--- src/rtl/tile_placer.sv ---
// Places one new tile (exponent 1, or 2 when TILE_FOUR_EN is defined and
// rand_bit=1) into a random empty cell of a 4x4 board of 4-bit exponents.
module tile_placer #(
    parameter int MAX_RETRY = 4
) (
    input  logic        i_clk,
    input  logic        i_rst,
    input  logic        i_load,
    input  logic [63:0] i_board_in,
    input  logic        i_start,
    input  logic        i_pos_valid,
    input  logic [3:0]  i_pos,
    input  logic        i_rand_bit,
    output logic        o_pos_req,
    output logic [15:0] o_empty_mask,
    output logic [63:0] o_board_out,
    output logic [3:0]  o_placed_pos,
    output logic        o_done,
    output logic        o_full,
    output logic        o_busy
);

    typedef enum logic [2:0] {
        IDLE,
        SCAN,
        REQ,
        CHECK,
        WRITE,
        FIN
    } state_t;

    localparam logic [3:0] RETRY_LAST = 4'(MAX_RETRY - 1);

    state_t      r_state;
    state_t      w_next;
    logic [63:0] r_board;
    logic [15:0] r_empty_mask;
    logic [3:0]  r_placed_pos;
    logic [3:0]  r_retry_cnt;
    logic [3:0]  r_pos;
    logic [3:0]  r_target;
    logic        r_full;

    logic [15:0] w_board_mask;
    logic [3:0]  w_lowest;
    logic        w_hit;
    logic        w_last_try;
    logic [3:0]  w_tile;

`ifdef TILE_FOUR_EN
    assign w_tile = i_rand_bit ? 4'd2 : 4'd1;
`else
    logic w_unused_rand_bit;
    assign w_unused_rand_bit = i_rand_bit;
    assign w_tile = 4'd1;
`endif

    always_comb begin
        w_board_mask = '0;
        for (int k = 0; k < 16; k++) begin
            w_board_mask[k] = (r_board[4*k +: 4] == 4'd0);
        end
    end

    // Fallback target: scanning downward leaves the lowest set bit last.
    always_comb begin
        w_lowest = 4'd0;
        for (int k = 15; k >= 0; k--) begin
            if (r_empty_mask[k]) begin
                w_lowest = 4'(k);
            end
        end
    end

    assign w_hit      = r_empty_mask[r_pos];
    assign w_last_try = (r_retry_cnt == RETRY_LAST);

    always_comb begin
        w_next    = r_state;
        o_pos_req = 1'b0;
        o_done    = 1'b0;
        o_full    = 1'b0;
        o_busy    = (r_state != IDLE);
        case (r_state)
            IDLE: begin
                if (i_start) begin
                    w_next = SCAN;
                end
            end
            SCAN: begin
                w_next = (w_board_mask == 16'd0) ? FIN : REQ;
            end
            REQ: begin
                o_pos_req = 1'b1;
                if (i_pos_valid) begin
                    w_next = CHECK;
                end
            end
            CHECK: begin
                w_next = (w_hit || w_last_try) ? WRITE : REQ;
            end
            WRITE: begin
                w_next = FIN;
            end
            FIN: begin
                o_done = 1'b1;
                o_full = r_full;
                w_next = IDLE;
            end
            default: begin
                w_next = IDLE;
            end
        endcase
    end

    always_ff @(posedge i_clk) begin
        if (i_rst) begin
            r_state      <= IDLE;
            r_board      <= '0;
            r_empty_mask <= '0;
            r_placed_pos <= '0;
            r_retry_cnt  <= '0;
            r_pos        <= '0;
            r_target     <= '0;
            r_full       <= 1'b0;
        end else begin
            r_state <= w_next;
            case (r_state)
                IDLE: begin
                    if (i_load && !i_start) begin
                        r_board <= i_board_in;
                    end
                end
                SCAN: begin
                    r_empty_mask <= w_board_mask;
                    r_retry_cnt  <= '0;
                    r_full       <= (w_board_mask == 16'd0);
                end
                REQ: begin
                    if (i_pos_valid) begin
                        r_pos <= i_pos;
                    end
                end
                CHECK: begin
                    if (w_hit) begin
                        r_target <= r_pos;
                    end else if (w_last_try) begin
                        r_target <= w_lowest;
                    end else begin
                        r_retry_cnt <= r_retry_cnt + 4'd1;
                    end
                end
                WRITE: begin
                    r_board[{r_target, 2'b00} +: 4] <= w_tile;
                    r_placed_pos                    <= r_target;
                end
                default: begin
                end
            endcase
        end
    end

    assign o_empty_mask = r_empty_mask;
    assign o_board_out  = r_board;
    assign o_placed_pos = r_placed_pos;

endmodule

--- config.mk ---
export PLATFORM = sky130hd
export DESIGN_NAME = tile_placer
export DESIGN_NICKNAME = d
export VERILOG_FILES = /design/src/rtl/tile_placer.sv
export SDC_FILE = /design/constraint.sdc
export NUM_CORES = 1
export LEC_CHECK = 0
export BUFFER_PORTS_ARGS = -buffer_cell sky130_fd_sc_hd__buf_4
export CAP_MARGIN = 20
export CORE_AREA = 2 2 94 96
export CTS_CLUSTER_SIZE = 24
export DETAILED_ROUTE_END_ITERATION = 10
export DIE_AREA = 0 0 96 98
export GPL_ROUTABILITY_DRIVEN = 0
export GPL_TIMING_DRIVEN = 0
export PLACE_DENSITY = 0.93
export SYNTH_ARGS = -nofsm -noshare
export SYNTH_HDL_FRONTEND = slang
export SYNTH_SLANG_ARGS = --single-unit
--- constraint.sdc ---
create_clock -name i_clk -period 6.3 [get_ports i_clk]
set_input_delay 0.63 -clock i_clk [delete_from_list [all_inputs] [get_ports i_clk]]
set_output_delay 0.63 -clock i_clk [all_outputs]
set_load 0.05 [all_outputs]
After elaboration in Yosys (flattened, before gate mapping) --
Index checks and enable logic that the tools add are counted.
Storage, ports and cells: bits of input ports 74, word-level logic and storage cells 88, output and inout bits 88, register bits after elaboration 100
Cells by class: equal/unequal tests 11, reduce and logical (&&, ||, !) cells 30, $add $sub $neg 2, order comparisons 1, shift-type cells 2, multiplexer cells 34
Operator list (number):
- 64-bit one-hot mux with 2 select lines | 1
- 4-bit 2-to-1 mux | 20
- 64-bit bitwise mux | 1
- 4-bit zero test | 16
- 64-bit 2-to-1 mux | 1
- 4-bit by 8-bit variable shift with 64-bit output, first input constant | 1
- 4-bit by 8-bit variable part select with 64-bit output, first input constant | 1
- 16-bit zero test | 1
- 3-bit one-hot mux with 5 select lines | 1
- 3-bit 2-to-1 mux | 4
- 2-bit != test, second input constant | 5
- 6-bit negation with 8-bit output | 1
- 4-bit one-hot mux with 2 select lines | 1
- 2-bit AND reduction | 4
- 3-bit by 2-bit == test with 1-bit output, second input constant | 2
- 3-bit == test, second input constant | 2
- 2-bit nonzero test | 3
- 4-bit by 5-bit less-than comparator with 1-bit output, second input constant | 1
- 4-bit by 1-bit adder with 4-bit output, second input constant | 1
- 1-bit binary-select mux with 4-bit select | 1
- 4-bit by 2-bit == test with 1-bit output, second input constant | 1
- 1-bit 2-to-1 mux | 4
- 3-bit by 1-bit == test with 1-bit output, second input constant | 1
- 3-bit zero test | 1
- other kinds (5) | 5

Longest topological paths before layout --
Gate-level depths: netlist (run 1).
depth after elaboration 18, gate-level depth with buffers 9

Least setup slack after synthesis (run 1) --
Ideal clock, no wire load.
path type register to register, start point register r_state[0], end point register r_pos[0], period minus slack after synthesis 2532 ps, path slack 3768 ps, cell stages (with the launch flop) 7, required time 6172 ps, arrival 2405 ps, library setup time 128 ps, cell sequence dfxtp_1 clkbuf_8 nor3b_1 and2_1 clkbuf_1 mux2i_1 nor2_1
Between the ends: longest elaborated chain between the ends 2
RTL lines:
- start: declaration | RTL line 34 | state_t r_state;
- start signal: assignment | RTL line 127 | r_state <= w_next;
- 3-bit by 2-bit == test with 1-bit output | RTL line 128 | case (r_state)
- 2-bit AND reduction (no line)
- end signal: assignment | RTL line 141 | r_pos <= i_pos;
- end: declaration | RTL line 40 | logic [3:0] r_pos;
Every way passes these cells. A chain may end at the register's enable or synchronous reset.

Final worst setup path (run 1) --
start point register r_target[1], end point register r_board[44], in the netlist o_board_out[44]
Between the ends: longest elaborated chain between the ends 4, elaborated cells on any way between the ends 5, those cells by class 1 x add/sub; 2 x shift; 2 x mux
RTL lines:
- start: declaration | RTL line 41 | logic [3:0] r_target;
- start signal: assignment | RTL line 146 | r_target <= r_pos;
- start signal: assignment | RTL line 148 | r_target <= w_lowest;
- 6-bit negation with 8-bit output (*) | RTL line 154 | r_board[{r_target, 2'b00} +: 4] <= w_tile;
- 4-bit by 8-bit variable part select with 64-bit output or 4-bit by 8-bit variable shift with 64-bit output (tied branches) | RTL line 154
- 64-bit bitwise mux (*) | RTL line 154
- 64-bit one-hot mux with 2 select lines (*) | RTL line 128
- end signal: assignment | RTL line 131 | r_board <= i_board_in;
- end signal: indexed assignment | RTL line 154
- end: declaration | RTL line 36 | logic [63:0] r_board;
Every way passes the cells marked *; elsewhere a longest branch is shown, timed or not.

==> results of run 1 <==
## logic make-up after synthesis
group                      Yosys count  synth area share
AOI/OAI and AO/OA                  135             0.204
xor gates and xnor gates             2           0.00402
adders and majority gates            4            0.0115
buffers and inverters               52            0.0549
DFF                                100             0.460
muxes                               12            0.0451
and+or+nand+nor                    201             0.221
## area by class of cell
class	instances	area [um2]
Fill cell	613	2570
Multi-Input combinational cell	354	2120
Sequential cell	100	2000
Timing Repair Buffer	160	1200
Buffer	32	164
Tap cell	108	135
Clock buffer	9	124
Clock inverter	7	81.3
Inverter	20	75.1
## power by group through the flow
stage	Clock (uW)	Sequential (uW)	Combinational, uW
finish	425	763	670
global route	451	771	708
CTS	420	760	663
detailed placement	0	774	659
global placement	0	771	642
floorplan	0	944	266
## cells in the mapped netlist (all sizes together) (3+ instances only)
master and n:
nor2b 3, nand3b 3, mux2 3, mux4 4, a211oi 19, a21oi 46
buf 10, or2 4, clkbuf 22, ha 4, nand2 50, a31oi 4
nor2 78, mux2i 5, nor3b 5, dfxtp 100, nor3 14, and2 3
nor4 24, a22oi 48, nand3 5, o21ai 7, inv 20
## critical path, stage by stage (launching register included)
cell and delay (ns):
dfxtp_1 0.35, clkbuf_1 0.38, inv_1 0.13, ha_1 0.29, or2_2 0.32, o21bai_1 0.16
a21oi_1 0.28, a21oi_1 0.23, a211oi_1 0.31
## sequential cells by signal, indices dropped and copies added (netlist names)
register      flops
r_retry_cnt       4
r_state           3
r_pos             4
o_placed_pos      4
o_empty_mask     16
o_board_out      64
r_full            1
r_target          4
## per-stage QoR
| stage | area [um2] | cells | hold WS [ns] | utilization | setup slack (ns) |
|---|---|---|---|---|---|
| after floorplan | 4360 | 506 | 0.432 | - | 3.77 |
| after global placement | 5690 | 773 | 0.448 | 0.672 | 3.95 |
| after detailed placement | 5690 | 773 | 0.461 | 0.672 | 3.84 |
| after CTS | 5890 | 789 | 0.475 | 0.696 | 3.82 |
| after global routing | 5900 | 790 | 0.492 | 0.696 | 3.62 |
| final | 5900 | 790 | 0.473 | 0.696 | 3.76 |
## worst paths after layout
kind                      to  slack, ns  cells past startpoint
max reg2reg  o_board_out[44]       3.76                      8
min reg2reg  o_placed_pos[2]       0.47                      2
max          o_board_out[44]       3.76                      8
min          o_placed_pos[2]       0.47                      2
## per-layer routing
layer	track usage	up-vias	routed length (um)
met5	0	-	0
met4	0.130	0	425
met3	0.0764	34	1430
met2	0.489	300	6990
met1	0.361	2227	5290
li1	-	2166	-
==> out/results.ini, run 1 <==
[power_and_ir_drop]
swShare = 0.402
combPwrFrac = 0.361
pwr-share-clk = 0.229
finalPower_uw = 1860
vdd_drop_max_uv = 172
p_per_area_nw_per_um2 = 315
leakage_uw = 0.00242
seq_power_share = 0.411
power.internal_uw = 1110
power.switching_uw = 747

[setup_path]
r2r_start = r_target[1]
crit_path_start_kind = flop
cp.required_ns = 6.58
critical_path.endpoint_type = flop
cp_max_fo = 10
cp-startpoint = r_target[1]
cp_data_arrival_time_ns = 2.83
critical_path_class = flop to flop

[sta]
fin_setup_tns_ns = 0
worst_slew_pin_slew_ns = 0.819
min_period_over_period = 0.404
rsz0062_at_grt = false
final-setup-viol-count = 0
worst_clock_skew_ns = 0.00995
period_needed_ns = 2.54
maxSlewHeadroom = 0.449
slew_violations = 0
final-hold-violation-count = 0
fmax_ghz = 0.393

[yosys]
avgSynthCellArea_um2 = 8.61
ys_seq_area_frac = 0.460
synth_edf_count = 0
synth_largest_area_cell = dfxtp_1
synth.yosys.warnings = 0
synth.cell_area_um2 = 4360
ys_async_sr_fraction = 0
synth_top_area_share = 0.460
ys_dominant_reg_cell = dfxtp_1
syn_inst = 506
ys_seq_elements = 100
synth_fp_nets = 584
ys_types = 51
synth_area_leaders = dfxtp_1 46%, a22oi_1 8.3%, nor2_1 6.7%

[floorplanning]
die_w_um = 96
die_height_um = 98
initial_core_util = 0.515
io_pins = 162
core_area_um2 = 8470
die-area_um2 = 9410
num_rows = 34

[clock_network]
path_clk_slew_ns = 0.10
clock-sinks = 100
htree_levels = 3
cts_inserted_buffers = 9
cts_resized = 0
clockBufferDepth = 2
cts_tree = built
root_buffer = clkbuf_8
cts_hold_buf = 0
cts_setup_buffers = 0
insertion_delay_ns = 0.37

[grt]
grt_pass1_wl_um = 21800
grt.total_usage = 0.296
grt_pass1_vias = 4589
antenna_found_initial = 0
grt_overflow = 0
grt_max_degree = 19

[flow_run]
max_cap_violations = 0

[route]
postRouteAntennaNets = 0
vias_per_cell = 5.98
first_iter_violations = 426
vias = 4727
drtPass1Iterations = 7
routedWlPerCell_um = 17.9
drcViolationCount = 0
drt-total-wl_um = 14100

[placement]
port_buffers = 159
dpl.hpwl_um = 10800

[outcome]
status = finished clean

[cells_and_area]
nets = 755
area_growth_pct = 35.3
final_cell_mix = 161 x buf_4, 100 x dfxtp_1, 78 x nor2_1
antenna_cells = 0
final_common_cell = buf_4
drive_gt1_frac = 0.290

[hold_path]
hold_start = o_placed_pos[2]
hold_path.class = flop to flop

No activity file was read; power rests on OpenSTA's default activity.
==> run 2, diff against run 1 <==
CORE_AREA = 2 2 103 105   (was 2 2 94 96)
DIE_AREA = 0 0 105 107   (was 0 0 96 98)
PLACE_DENSITY = 0.83   (was 0.93)
clock period = 2.21 ns   (was 6.3 ns; I/O delays follow)
==> run 2 against run 1 <==
Die area increased by 19%. Global-route usage down 4.4 points. Largest cell class unchanged. Via count fell by 0.93%. Wire length grew 3.6%. Design area increased by 3.7%. Critical endpoint is now r_target[0]. Highest routed layer unchanged. Total power increased to 2.9 times the previous value.
==> out/results.ini, run 2 (synthesized netlist as in run 1, its figures left out) <==
[sta]
whs_ns = 0.101  ; -0.372 ns
fmax_ghz = 0.454  ; +15%
rsz0062_at_grt = true
maxSlewHeadroom = 0.401  ; -0.0481
worst_clock_skew_ns = 0.00918  ; -0.000773 ns
worst_slew_pin_slew_ns = 0.891  ; +0.0716 ns
min_period_over_period = 0.998  ; +0.594
final-hold-violation-count = 0  ; unchanged
worst_slack_ns = 0.00548  ; -3.75 ns
final-setup-viol-count = 0  ; unchanged
period_needed_ns = 2.20  ; -0.338 ns
slew_violations = 0  ; unchanged

[clock_network]
clockBufferDepth = 2  ; unchanged
path_clk_slew_ns = 0.09  ; about the same
htree_levels = 3  ; unchanged
root_buffer = clkbuf_8
cts_tree = built
cts_hold_buf = 0  ; unchanged
clock-sinks = 100  ; unchanged
cts_inserted_buffers = 9  ; unchanged
insertion_delay_ns = 0.36  ; about the same

[grt]
grt_max_degree = 16  ; -3
grt_pass1_wl_um = 22500  ; +3.5%
grt_pass1_vias = 4409  ; -3.9%
grt_overflow = 0  ; unchanged
grt.total_usage = 0.252  ; -0.0443
antenna_found_initial = 0  ; unchanged

[setup_path]
cp_max_fo = 6  ; -4
slowest_delay_ns = 0.49  ; +0.11 ns
critical_path.endpoint_type = flop
worst_path_most_repeated_cell = mux2_4
critical_path.top_delay_family = multiplexers
cp_data_arrival_time_ns = 2.46  ; -0.37 ns
cp.required_ns = 2.46  ; -4.12 ns
path_cells = buf_6, mux4_2, mux2_4, mux2_4, o21ai_4, a31oi_1, a221oi_2
crit_path_start_kind = flop
critical_path_class = flop to flop
cp_slowest_cell = mux4_2
crit_buf_inv = 1  ; -1

[power_and_ir_drop]
vdd_drop_max_uv = 443  ; +160%
combPwrFrac = 0.375  ; +0.014
finalPower_uw = 5300  ; +190%
pwr-share-clk = 0.214  ; -0.015
power.internal_uw = 3200  ; +190%
seq_power_share = 0.411  ; about the same
p_per_area_nw_per_um2 = 868  ; +180%
leakage_uw = 0.00246  ; +1.7%
swShare = 0.396  ; -0.00558
power.switching_uw = 2100  ; +180%

[route]
drtPass1Iterations = 5  ; -2
first_iter_violations = 415  ; -2.6%
drt-total-wl_um = 14600  ; +3.6%
vias_per_cell = 5.69  ; -4.9%
postRouteAntennaNets = 0  ; unchanged
vias = 4683  ; -0.93%
routedWlPerCell_um = 17.8  ; -0.58%
drcViolationCount = 0  ; unchanged

[cells_and_area]
fill_cells = 922  ; +50%
final_common_cell = buf_4
nets = 760  ; +0.66%
antenna_cells = 0  ; unchanged
drive_gt1_frac = 0.349  ; +0.0590
largest_reg_flops = 64  ; unchanged
final_cell_mix = 168 x buf_4, 96 x dfxtp_1, 77 x nor2_1
area_growth_pct = 40.3

[outcome]
status = finished clean

[placement]
port_buffers = 159  ; unchanged
dpl.hpwl_um = 11200  ; +3.4%
place_worst_setup_slack_ns = -0.269  ; -4.11 ns

[hold_path]
hold_path.class = input port to flop

[flow_run]
max_cap_violations = 0  ; unchanged

[floorplanning]
core_area_um2 = 10100  ; +19%
die_height_um = 107  ; +9.2%
num_rows = 37  ; +8.8%
die_w_um = 105  ; +9.4%
io_pins = 162  ; unchanged
initial_core_util = 0.432  ; -0.0829
die-area_um2 = 11200  ; +19%

-- run 2: final timing paths --
check	startpoint	end	slack [ns]	cells after the start
min reg2reg	r_full	r_full	0.46	2
min	i_pos[2]	r_pos[2]	0.10	3
max	r_pos[1]	r_target[0]	0.005	7
max reg2reg	r_pos[1]	r_target[0]	0.005	7
-- run 2: stage by stage --
stage               instances  cell area, um2  setup TNS, ns   util
finish                    823            6110              0  0.606
global route              823            6110         -0.341  0.606
global placement          801            5730          -5.87  0.568
detailed placement        801            5730          -9.99  0.568
CTS                       819            5970        -0.0911  0.591
floorplan                 506            4370              0      -
-- run 2: worst min-delay path, cell delays in order --
cell,delay [ns]
buf_4,0.08
mux2i_1,0.05
nor2_1,0.07
-- run 2: power groups by stage --
stage	Clock, uW	Sequential [uW]	Combinational [uW]
floorplan	0	2690	759
detailed placement	0	2210	1890
global placement	0	2200	1850
global route	1220	2200	2110
CTS	1140	2170	1920
finish	1130	2180	1990
-- run 2: final cells by class --
| cell class | count | area, um2 | share of cell area |
|---|---|---|---|
| plain buffers | 31 | 184 | 0.0301 |
| clock buffers | 11 | 131 | 0.0215 |
| clock inverters | 5 | 52.6 | 0.00860 |
| inverters | 20 | 75.1 | 0.0123 |
| multi-input cells | 354 | 2240 | 0.367 |
| flip-flops and latches | 100 | 2010 | 0.328 |
| well taps | 136 | 170 | 0.0278 |
| repair buffers | 166 | 1250 | 0.204 |
-- run 2: what timing repair did --
| action | CTS | global route |
|---|---|---|
| pin swaps | 3 | 7 |
| buffers inserted | 2 | 4 |
| setup endpoints to repair | 68 | 67 |
| gates resized for setup | 20 | 34 |
-- run 2: per-layer routing --
metal | wire, um | part of all wire | track usage
met5 | 0 | 0 | 0
met4 | 313 | 0.021 | 0.0886
met3 | 1130 | 0.077 | 0.0486
met2 | 7380 | 0.50 | 0.444
met1 | 5800 | 0.40 | 0.307
